**src/rtl/fault_filter_latch.sv**
```systemverilog
// Window-comparator fault filter: debounces each flag over FILTER_LEN samples, latches trips,
// records the first tripped index and releases only on an accepted clear handshake.
module fault_filter_latch #(
    parameter int CHANNELS   = 4,
    parameter int FILTER_LEN = 8,
    localparam int NF = 2 * CHANNELS,
    localparam int CW = $clog2(FILTER_LEN + 1),
    localparam int IW = (NF > 1) ? $clog2(NF) : 1
) (
    input  logic          clk_i,
    input  logic          reset_i,
    input  logic          enable_i,
    input  logic [NF-1:0] compare_i,
    input  logic [NF-1:0] mask_i,
    input  logic          clear_i,
    output logic          clear_ack_o,
    output logic          clear_nack_o,
    output logic          fault_o,
    output logic [NF-1:0] fault_flags_o,
    output logic [IW-1:0] first_idx_o,
    output logic [NF-1:0] active_o,
    output logic [7:0]    trip_cnt_o
);

    typedef enum logic {
        ARMED   = 1'b0,
        TRIPPED = 1'b1
    } state_e;

    state_e          state_q, state_d;
    logic [CW-1:0]   cnt_q [NF];
    logic [CW-1:0]   cnt_d [NF];
    logic [NF-1:0]   flags_q, flags_d;
    logic [IW-1:0]   idx_q, idx_d;
    logic [7:0]      trip_cnt_q, trip_cnt_d;
    logic [NF-1:0]   active_q, active_d;
    logic            ack_q, ack_d;
    logic            nack_q, nack_d;

    logic [NF-1:0]   live;
    logic [NF-1:0]   trip;
    logic            any_trip;
    logic            all_cnt_zero;
    logic [IW-1:0]   first_trip;
    logic            clear_ok;

    assign live = compare_i & ~mask_i & {NF{enable_i}};

    // Per-flag debounce counters; trip fires only on the edge that completes the run.
    always_comb begin
        trip         = '0;
        all_cnt_zero = 1'b1;
        for (int n = 0; n < NF; n++) begin
            cnt_d[n] = '0;
            if (live[n]) begin
                cnt_d[n] = (cnt_q[n] == CW'(FILTER_LEN)) ? cnt_q[n] : cnt_q[n] + CW'(1);
            end
            trip[n] = live[n] && (cnt_q[n] == CW'(FILTER_LEN - 1));
            if (cnt_q[n] != '0) begin
                all_cnt_zero = 1'b0;
            end
        end
    end

    assign any_trip = |trip;

    // Scan downward so the lowest tripping index is the last one written.
    always_comb begin
        first_trip = '0;
        for (int n = NF - 1; n >= 0; n--) begin
            if (trip[n]) begin
                first_trip = IW'(n);
            end
        end
    end

    assign clear_ok = (state_q == TRIPPED) && all_cnt_zero && !any_trip;

    always_comb begin
        state_d    = state_q;
        flags_d    = flags_q | trip;
        idx_d      = idx_q;
        trip_cnt_d = trip_cnt_q;
        active_d   = live;
        ack_d      = 1'b0;
        nack_d     = 1'b0;

        if (state_q == ARMED && any_trip) begin
            state_d    = TRIPPED;
            idx_d      = first_trip;
            trip_cnt_d = (trip_cnt_q == 8'hFF) ? 8'hFF : trip_cnt_q + 8'd1;
        end

        // A clear that coincides with a trip or a still-counting input is refused.
        if (clear_i) begin
            if (clear_ok) begin
                state_d = ARMED;
                flags_d = '0;
                idx_d   = '0;
                ack_d   = 1'b1;
            end else begin
                nack_d  = 1'b1;
            end
        end
    end

    always_ff @(posedge clk_i) begin
        if (reset_i) begin
            state_q    <= ARMED;
            flags_q    <= '0;
            idx_q      <= '0;
            trip_cnt_q <= '0;
            active_q   <= '0;
            ack_q      <= 1'b0;
            nack_q     <= 1'b0;
            for (int n = 0; n < NF; n++) begin
                cnt_q[n] <= '0;
            end
        end else begin
            state_q    <= state_d;
            flags_q    <= flags_d;
            idx_q      <= idx_d;
            trip_cnt_q <= trip_cnt_d;
            active_q   <= active_d;
            ack_q      <= ack_d;
            nack_q     <= nack_d;
            for (int n = 0; n < NF; n++) begin
                cnt_q[n] <= cnt_d[n];
            end
        end
    end

    assign fault_o       = (state_q == TRIPPED);
    assign fault_flags_o = flags_q;
    assign first_idx_o   = idx_q;
    assign trip_cnt_o    = trip_cnt_q;
    assign active_o      = active_q;
    assign clear_ack_o   = ack_q;
    assign clear_nack_o  = nack_q;

endmodule

```
**config.mk**
```make
export PLATFORM = sky130hd
export DESIGN_NAME = fault_filter_latch
export DESIGN_NICKNAME = d
export VERILOG_FILES = /design/src/rtl/fault_filter_latch.sv
export SDC_FILE = /design/constraint.sdc
export NUM_CORES = 1
export LEC_CHECK = 0
export ABC_AREA = 1
export CELL_PAD_IN_SITES_DETAIL_PLACEMENT = 1
export CELL_PAD_IN_SITES_GLOBAL_PLACEMENT = 2
export CORE_UTILIZATION = 32
export CTS_BUF_LIST = sky130_fd_sc_hd__clkbuf_16
export CTS_CLUSTER_DIAMETER = 100
export DETAILED_ROUTE_END_ITERATION = 12
export GPL_TIMING_DRIVEN = 0
export PLACE_DENSITY_LB_ADDON = 0.15
export RECOVER_POWER = 100
export SLEW_MARGIN = 20
export SYNTH_ARGS = -nofsm -noshare
export SYNTH_HDL_FRONTEND = slang
export SYNTH_SLANG_ARGS = --single-unit
```
**constraint.sdc**
```tcl
create_clock -name clk_i -period 2.8 [get_ports clk_i]
set_input_delay 0.84 -clock clk_i [delete_from_list [all_inputs] [get_ports clk_i]]
set_output_delay 0.84 -clock clk_i [all_outputs]
set_load 0.02 [all_outputs]
```
Word-level counts from Yosys, hierarchy flattened
Memory sizes are Yosys's and may differ from the RTL's. Cells that the tools add are included.

Output and inout port bits: 30. Memories: 1. Register bits after elaboration: 30. Latch bits: 0. Memory bits (writable): 32. ROM bits: 0. Word-level logic and storage cells: 124. Input bits: 20.

$mul: 0. Muxes and demuxes: 54. Eq/ne operators: 17. Reduce and logical (&&, ||, !) cells: 22. Bitwise logic cells: 14. Divide/modulo/power cells: 0. Shifts and indexed selects: 0. $lt $le $gt $ge: 0. $add $sub $neg: 9.

Memories: cnt_q (words 8, width 4, rd ports 8, clocked after memory_dff 0, wr ports 8, RTL line 31) `logic [CW-1:0] cnt_q [NF];`.

Operator list (count): two-way mux 4 bit (24); two-way mux 3 bit (11); adder 4 x 1 -> 4 bit (second input constant) (8); equality test 4 x 3 -> 1 bit (second input constant) (8); equality test 4 bit (second input constant) (8); nonzero test 4 bit (8); two-way mux 8 bit (3); bitwise AND 8 bit (2); two-way mux 1 bit (16); logical AND 1 bit (11); adder 8 x 1 -> 8 bit (second input constant) (1); equality test 8 bit (second input constant) (1); inverter 8 bit (1); OR 1 bit (8); OR 8 bit (1); OR reduction 8 bit (1); inverter 1 bit (2); OR reduction 2 bit (1); zero test 1 bit (1).

Depth between registers and ports, before layout
Gate-level depths: netlist of the first run.

Word-level depth: 15. Depth in mapped cells: 12. Mapped depth without buffers: 12.

Worst setup path after synthesis of the first run
No wires, ideal clock.

Path type: input port to flip-flop. Start point: input enable_i. End point: register trip_cnt_q[0] (netlist: trip_cnt_o[0]). Path slack: 931 ps. Stages: 11. Arrival time: 1752 ps. Library setup time: 117 ps. Buffers on the path: 2. Cell sequence: buf_6 > nand2_2 > nor2_2 > nand2_2 > o21ai_2 > nor2_2 > nand2_2 > nand2_4 > buf_6 > nor3_1 > nor2_1.

Word-level cells in the longest chain between the ends: 4. Elaborated cells on any way between the ends: 11. Classes of those cells: bitwise (1); reduce/logical (10).

RTL lines: from (decl) (RTL line 12) `input logic enable_i,`; bitwise AND 8 bit * (RTL line 47) `assign live = compare_i & ~mask_i & {NF{enable_i}};`; logical AND 1 bit (RTL line 58) `trip[n] = live[n] && (cnt_q[n] == CW'(FILTER_LEN - 1));`; OR reduction 8 bit * (RTL line 65) `assign any_trip = |trip;`; logical AND 1 bit * (RTL line 88) `if (state_q == ARMED && any_trip) begin`; to (signal assigned) (RTL line 123) `trip_cnt_q <= trip_cnt_d;`; to (decl) (RTL line 35) `logic [7:0] trip_cnt_q, trip_cnt_d;`.

Mark *: on every way between the ends. The rest lies on a longest branch, timed or not. A chain may end at the register's enable or synchronous reset.

Final worst setup path of the first run
Start point: input compare_i[0]. End point: register trip_cnt_q[0] (netlist: trip_cnt_o[0]).

Word-level cells in the longest chain between the ends: 5.

RTL lines: from (decl) (RTL line 13) `input logic [NF-1:0] compare_i,`; bitwise AND 8 bit (2 in a row) (RTL line 47); logical AND 1 bit (RTL line 58); OR reduction 8 bit (RTL line 65); logical AND 1 bit (RTL line 88).

No other way between the ends.

==> results of run 1 <==
==> synth_stat cells (all sizes together) <==
master / number
nand2: 78
inv: 72
dfxtp: 62
nor2: 45
a21oi: 32
nand3: 29
ha: 17
nor3: 14
o21ai: 14
xor2: 7
nor4: 5
or2: 5
buf: 4
xnor2: 2
a31oi: 1
clkinv: 1
nand4: 1
nor4b: 1
o21a: 1
o21bai: 1
o22ai: 1
or3: 1
==> cells by family after synthesis <==
kind of cell,Yosys count,share of synthesized area [%]
AOI/OAI and AO/OA,50,8.87
xor gates and xnor gates,9,2.67
adders and majority gates,17,7.22
buffers and inverters,77,10.4
DFF,62,42.1
and+or+nand+nor,179,28.7
==> flip-flops by register name, summed over array words and instances (netlist names) <==
name and count:
trip_cnt_o 8, fault_o 1, first_idx_o 3, clear_nack_o 1, cnt_q 32, active_o 8, fault_flags_o 8, clear_ack_o 1
==> worst min-delay path, stage by stage, from the launching register on <==
cell and delay, ps:
dfxtp_1 300, inv_1 40, a21oi_1 50
==> area by class of cell <==
cell class / count / area share (%)
repair buffers: 47 / 12.2
plain buffers: 4 / 0.814
inverters: 73 / 7.13
multi-input cells: 255 / 36.1
clock buffers: 9 / 5.86
well taps: 108 / 3.51
flip-flops and latches: 62 / 32.3
clock inverters: 7 / 2.12
==> path summary, 6_finish.rpt <==
path,start,end,slack [ps],cells after the start
setup / recovery,compare_i[0],trip_cnt_o[0]$_SDFFE_PP0N_,480,11
hold / removal,fault_flags_o[3]$_SDFF_PP0_,fault_flags_o[3]$_SDFF_PP0_,450,2
setup reg to reg,cnt_q[1][12]$_SDFFE_PP0P_,first_idx_o[1]$_SDFF_PP0_,740,10
hold reg to reg,fault_flags_o[3]$_SDFF_PP0_,fault_flags_o[3]$_SDFF_PP0_,450,2
==> metrics by stage <==
| step | area [µm²] | worst slack (ps) | std cells |
|---|---|---|---|
| 3_5_place_dp | 3550 | 340 | 549 |
| 4_1_cts | 3860 | 571 | 565 |
| 3_3_place_gp | 3550 | 370 | 549 |
| 2_1_floorplan | 2950 | 931 | 394 |
| 6_report | 3840 | 481 | 565 |
| 5_1_grt | 3840 | 330 | 565 |
==> power groups by stage <==
stage / clock, W / combinational (W) / sequential [W]
floorplan: 0 / 0.0000356 / 0.000918
global placement: 0 / 0.0000877 / 0.000914
detailed placement: 0 / 0.0000891 / 0.000914
CTS: 0.00117 / 0.0000893 / 0.000895
global route: 0.00122 / 0.0000926 / 0.000895
finish: 0.00115 / 0.0000833 / 0.000895
==> cells in the final DEF (no fill, tap or decap), types with 2 or more instances in the layout <==
cell and instances:
nor3_1 14, or2_2 5, xnor2_1 2, clkinv_2 2, dlygate4sd3_1 31, ha_1 17, bufinv_16 2, nand2_2 11
a21oi_1 32, xor2_1 7, nand3_2 4, clkdlybuf4s50_1 16, inv_1 72, inv_2 2, clkinv_1 2, dfxtp_1 62
nand3_1 25, nand2_1 66, nor4_1 5, nor2_1 38, buf_6 2, o21ai_0 13, nor2_2 7, clkbuf_16 9
==> per-layer routing <==
layer | wire [µm] | global-route usage (%) | vias to the layer above | share of wire [%]
met4 | 63 | 3.85 | 0 | 0.86
met3 | 217 | 4.94 | 6 | 3.0
met1 | 3460 | 20.2 | 1221 | 47
li1 | - | - | 1356 | -
met5 | 0 | 0 | - | 0
met2 | 3560 | 28.6 | 37 | 49
==> results.yml, run 1 <==
floorplan:
  pin_count: 50
  die-height_um: 98.0
  die_w_um: 98.0
  die_area_um2: 9600
  initial_core_util_pct: 33.5
  core_area_um2: 8810
  placementRows: 34
power:
  pwr_density_cell_nw_per_um2: 553
  switchingPower_w: 0.000430
  p_leak_nw: 1.80
  max-vdd-ir-drop_uv: 285
  internal_power_w: 0.00170
  p_clk_share_pct: 54.0
  p_comb_share_pct: 3.9
  total_power_w: 0.00212
  switching_share_pct: 20.2
  seqPwrFrac_pct: 42.1
clocking:
  clock_sinks: 62
  cts_resized: 0
  cts_max_path_buffers: 2
  clk_latency_ps: 320
  clockRootBuffer: "clkbuf_16"
  htree_levels: 3
  cts_tree: "done"
  hold_buffers: 0
  cts_made_buffers: 9
  clk_pin_slew_ps: 50
  post_cts_buffers: 0
worst_setup_path:
  critical-path-max-stage-delay_ps: 450
  critPathCaptureType: "register"
  path_delay_family: "simple AND/OR/NAND/NOR gates"
  crit_type: "in -> reg"
  cp_max_fo: 10
  critPathLaunchType: "input pin"
  critPathBufInv: 3
  slowest_stage: "clkdlybuf4s50_1"
  crit_chain: "clkdlybuf4s50_1 -> inv_1 -> nor3_1 -> nand2_1 -> nand2_1 -> nor2_1 -> nand2_2 -> nand2_4 -> buf_6 -> nor3_1 -> nor2_1"
  critPathArrivalTime_ps: 2530
  crit_required_ps: 3010
synth:
  ys_warn_count: 0
  ys_ff_latch: 62
  ys_seq_area_share_pct: 42.1
  synth_cell_types: 30
  yosysTopAreaCell: "dfxtp_1"
  yosysTopAreaCellShare_pct: 42.1
  syn_inst: 394
  synthTopCellsByArea: "dfxtp_1 42%, inv_1 8.9%, nand2_1 8.4%"
  syn_area_um2: 2950
  syn-num-nets: 431
  synth_area_per_cell_um2: 7.48
timing:
  hold_ws_ps: 448
  tns_ps: 0
  finalMaxSlewViolations: 0
  finalCriticalPeriod_ps: 2320
  hold_viol_final: 0
  finClkSkew_ps: 5.74
  slew_headroom_pct: 63.0
  tightest_slew_ps: 551
  fin_crit_sh_pct: 82.8
  max_freq_mhz: 431
  setup_viol: 0
  rsz0062_at_grt: "false"
place:
  port_buffers: 47
  place_congestion: 0.820
  hpwlAfterDp_um: 5640
cells_and_area:
  multi_input_area_um2: 1390
  antenna_cells: 0
  drive_gt1_share_pct: 10.3
  fill_cells: 1077
  synthToLayoutAreaGrowth_pct: 30.4
  finish.utilization_pct: 43.7
  regArea_um2: 1240
  nNetsFinal: 489
detailed_routing:
  drt-pass1-iter-count: 8
  via_per_inst: 4.64
  postRouteAntennaNets: 0
  drc: 3
  wl_um: 7290
  wire_per_inst_um: 12.9
  num_vias: 2620
  drt_iter0_markers: 55
outcome:
  violations: "design-rule violations"
  status: "finished, violations left"
grt:
  antenna_found_initial: 0
  grt_max_degree: 11
  grt_first_pass_wirelength_um: 12500
  grt_usage_pct: 16.6
  overflow: 0
  grt_pass1_vias: 2612
worst_hold_path:
  hp-class: "reg -> reg"
job:
  cap_violations: 0
(Power assumes the default switching activity.)
==> run 2: changes to the inputs <==
--- a/config.mk
+++ b/config.mk
@@ -8,7 +8,7 @@
 export ABC_AREA = 1
 export CELL_PAD_IN_SITES_DETAIL_PLACEMENT = 1
 export CELL_PAD_IN_SITES_GLOBAL_PLACEMENT = 2
-export CORE_UTILIZATION = 32
+export CORE_UTILIZATION = 30
 export CTS_BUF_LIST = sky130_fd_sc_hd__clkbuf_16
 export CTS_CLUSTER_DIAMETER = 100
 export DETAILED_ROUTE_END_ITERATION = 12
==> constraint.sdc (replaced) <==
create_clock -name clk_i -period 2.37 [get_ports clk_i]
set_input_delay 0.711 -clock clk_i [delete_from_list [all_inputs] [get_ports clk_i]]
set_output_delay 0.711 -clock clk_i [all_outputs]
set_load 0.02 [all_outputs]
==> results.yml, run 2 (synthesized netlist as in run 1, its figures left out) <==
timing:
  finClkSkew_ps: 7.68
  tns_ps: 0
  finalCriticalPeriod_ps: 2150
  max_freq_mhz: 466
  rsz0062_at_grt: "false"
  setup_slack_ps: 224
  hold_ws_ps: 448
  setup_viol: 0
  finalMaxSlewViolations: 0
  slew_headroom_pct: 63.1
  hold_viol_final: 0
  tightest_slew_ps: 550
  fin_crit_sh_pct: 90.5
job:
  cap_violations: 0
place:
  dp_slack_ps: 47.7
  place_congestion: 0.799
  hpwlAfterDp_um: 5660
  port_buffers: 47
worst_setup_path:
  critPathCaptureType: "output pin"
  critPathLaunchType: "register"
  crit_type: "reg -> out"
  critPathArrivalTime_ps: 1430
  path_delay_family: "buffers and inverters"
  critical-path-max-stage-delay_ps: 700
  crit_required_ps: 1660
  crit_chain: "dlygate4sd3_1"
  critPathBufInv: 1
  slowest_stage: "dlygate4sd3_1"
  cp_max_fo: 6
floorplan:
  initial_core_util_pct: 31.5
  pin_count: 50
  die_area_um2: 10200
  die-height_um: 101
  core_area_um2: 9370
  placementRows: 35
  die_w_um: 101
detailed_routing:
  wire_per_inst_um: 12.6
  postRouteAntennaNets: 0
  wl_um: 7350
  num_vias: 2609
  drt-pass1-iter-count: 4
  drt_iter0_markers: 35
  via_per_inst: 4.46
  drc: 0
clocking:
  post_cts_buffers: 0
  clockRootBuffer: "clkbuf_16"
  clk_latency_ps: 320
  cts_made_buffers: 9
  clock_sinks: 62
  cts_tree: "done"
  cts_max_path_buffers: 2
  htree_levels: 3
  hold_buffers: 0
  clk_pin_slew_ps: 60
  cts_resized: 0
grt:
  grt_max_degree: 11
  grt_first_pass_wirelength_um: 12700
  grt_pass1_vias: 2732
  grt_usage_pct: 16.3
  overflow: 0
  antenna_found_initial: 0
cells_and_area:
  finish.utilization_pct: 41.0
  antenna_cells: 0
  largest_register: "cnt_q"
  synthToLayoutAreaGrowth_pct: 30.4
  mostFrequentLayoutCells: "71 x inv_1, 69 x nand2_1, 62 x dfxtp_1"
  drive_gt1_share_pct: 10.1
  nNetsFinal: 489
  layout.cells.most_common: "inv_1"
  largest_reg_flops: 32
power:
  total_power_w: 0.00241
  p_leak_nw: 1.79
  max-vdd-ir-drop_uv: 262
  pwr_density_cell_nw_per_um2: 627
worst_hold_path:
  hp-class: "reg -> reg"
outcome:
  status: "finished, final reports clean"
-- run 2: cell types whose count changed in the layout (fill, tap and decap cells not counted), sizes merged --
cell           delta
dlygate4sd3       +1
clkdlybuf4s50     -1
inv               -1
clkinvlp          +1
bufinv            -1
-- run 2: worst paths after layout --
kind	startpoint	end	slack [ps]	cells after the start
max	trip_cnt_o[3]$_SDFFE_PP0N_	trip_cnt_o[3]	220	1
min reg2reg	fault_flags_o[3]$_SDFF_PP0_	fault_flags_o[3]$_SDFF_PP0_	450	2
min	fault_flags_o[3]$_SDFF_PP0_	fault_flags_o[3]$_SDFF_PP0_	450	2
max reg2reg	cnt_q[1][0]$_SDFFE_PP0P_	first_idx_o[1]$_SDFF_PP0_	510	10
-- run 2: per-stage QoR --
step,instances,area [µm²]
after floorplan,394,2950
after global placement,570,3580
after detailed placement,570,3580
after CTS,585,3860
after global routing,585,3840
final,585,3840
-- run 2: where the power goes --
part | switching, W | internal (W)
combinational | 0.0000533 | 0.0000470
clock | 0.000456 | 0.000796
sequential | 0.00000526 | 0.00105
total | 0.000515 | 0.00189
-- run 2: metal layers --
metal	GRT usage [%]	wire, µm	vias to the layer above
li1	-	-	1355
met2	28.0	3520	37
met4	5.13	99	0
met1	19.7	3540	1208
met5	0	0	-
met3	4.58	189	9
-- run 2: final cells by class --
type                    instances  area [µm²]
fillers                      1184        5530
multi-input cells             255        1390
plain buffers                   4        32.5
clock inverters                 6        55.1
repair buffers                 47         470
inverters                      73         274
well taps                     129         161
flip-flops and latches         62        1240
clock buffers                   9         225
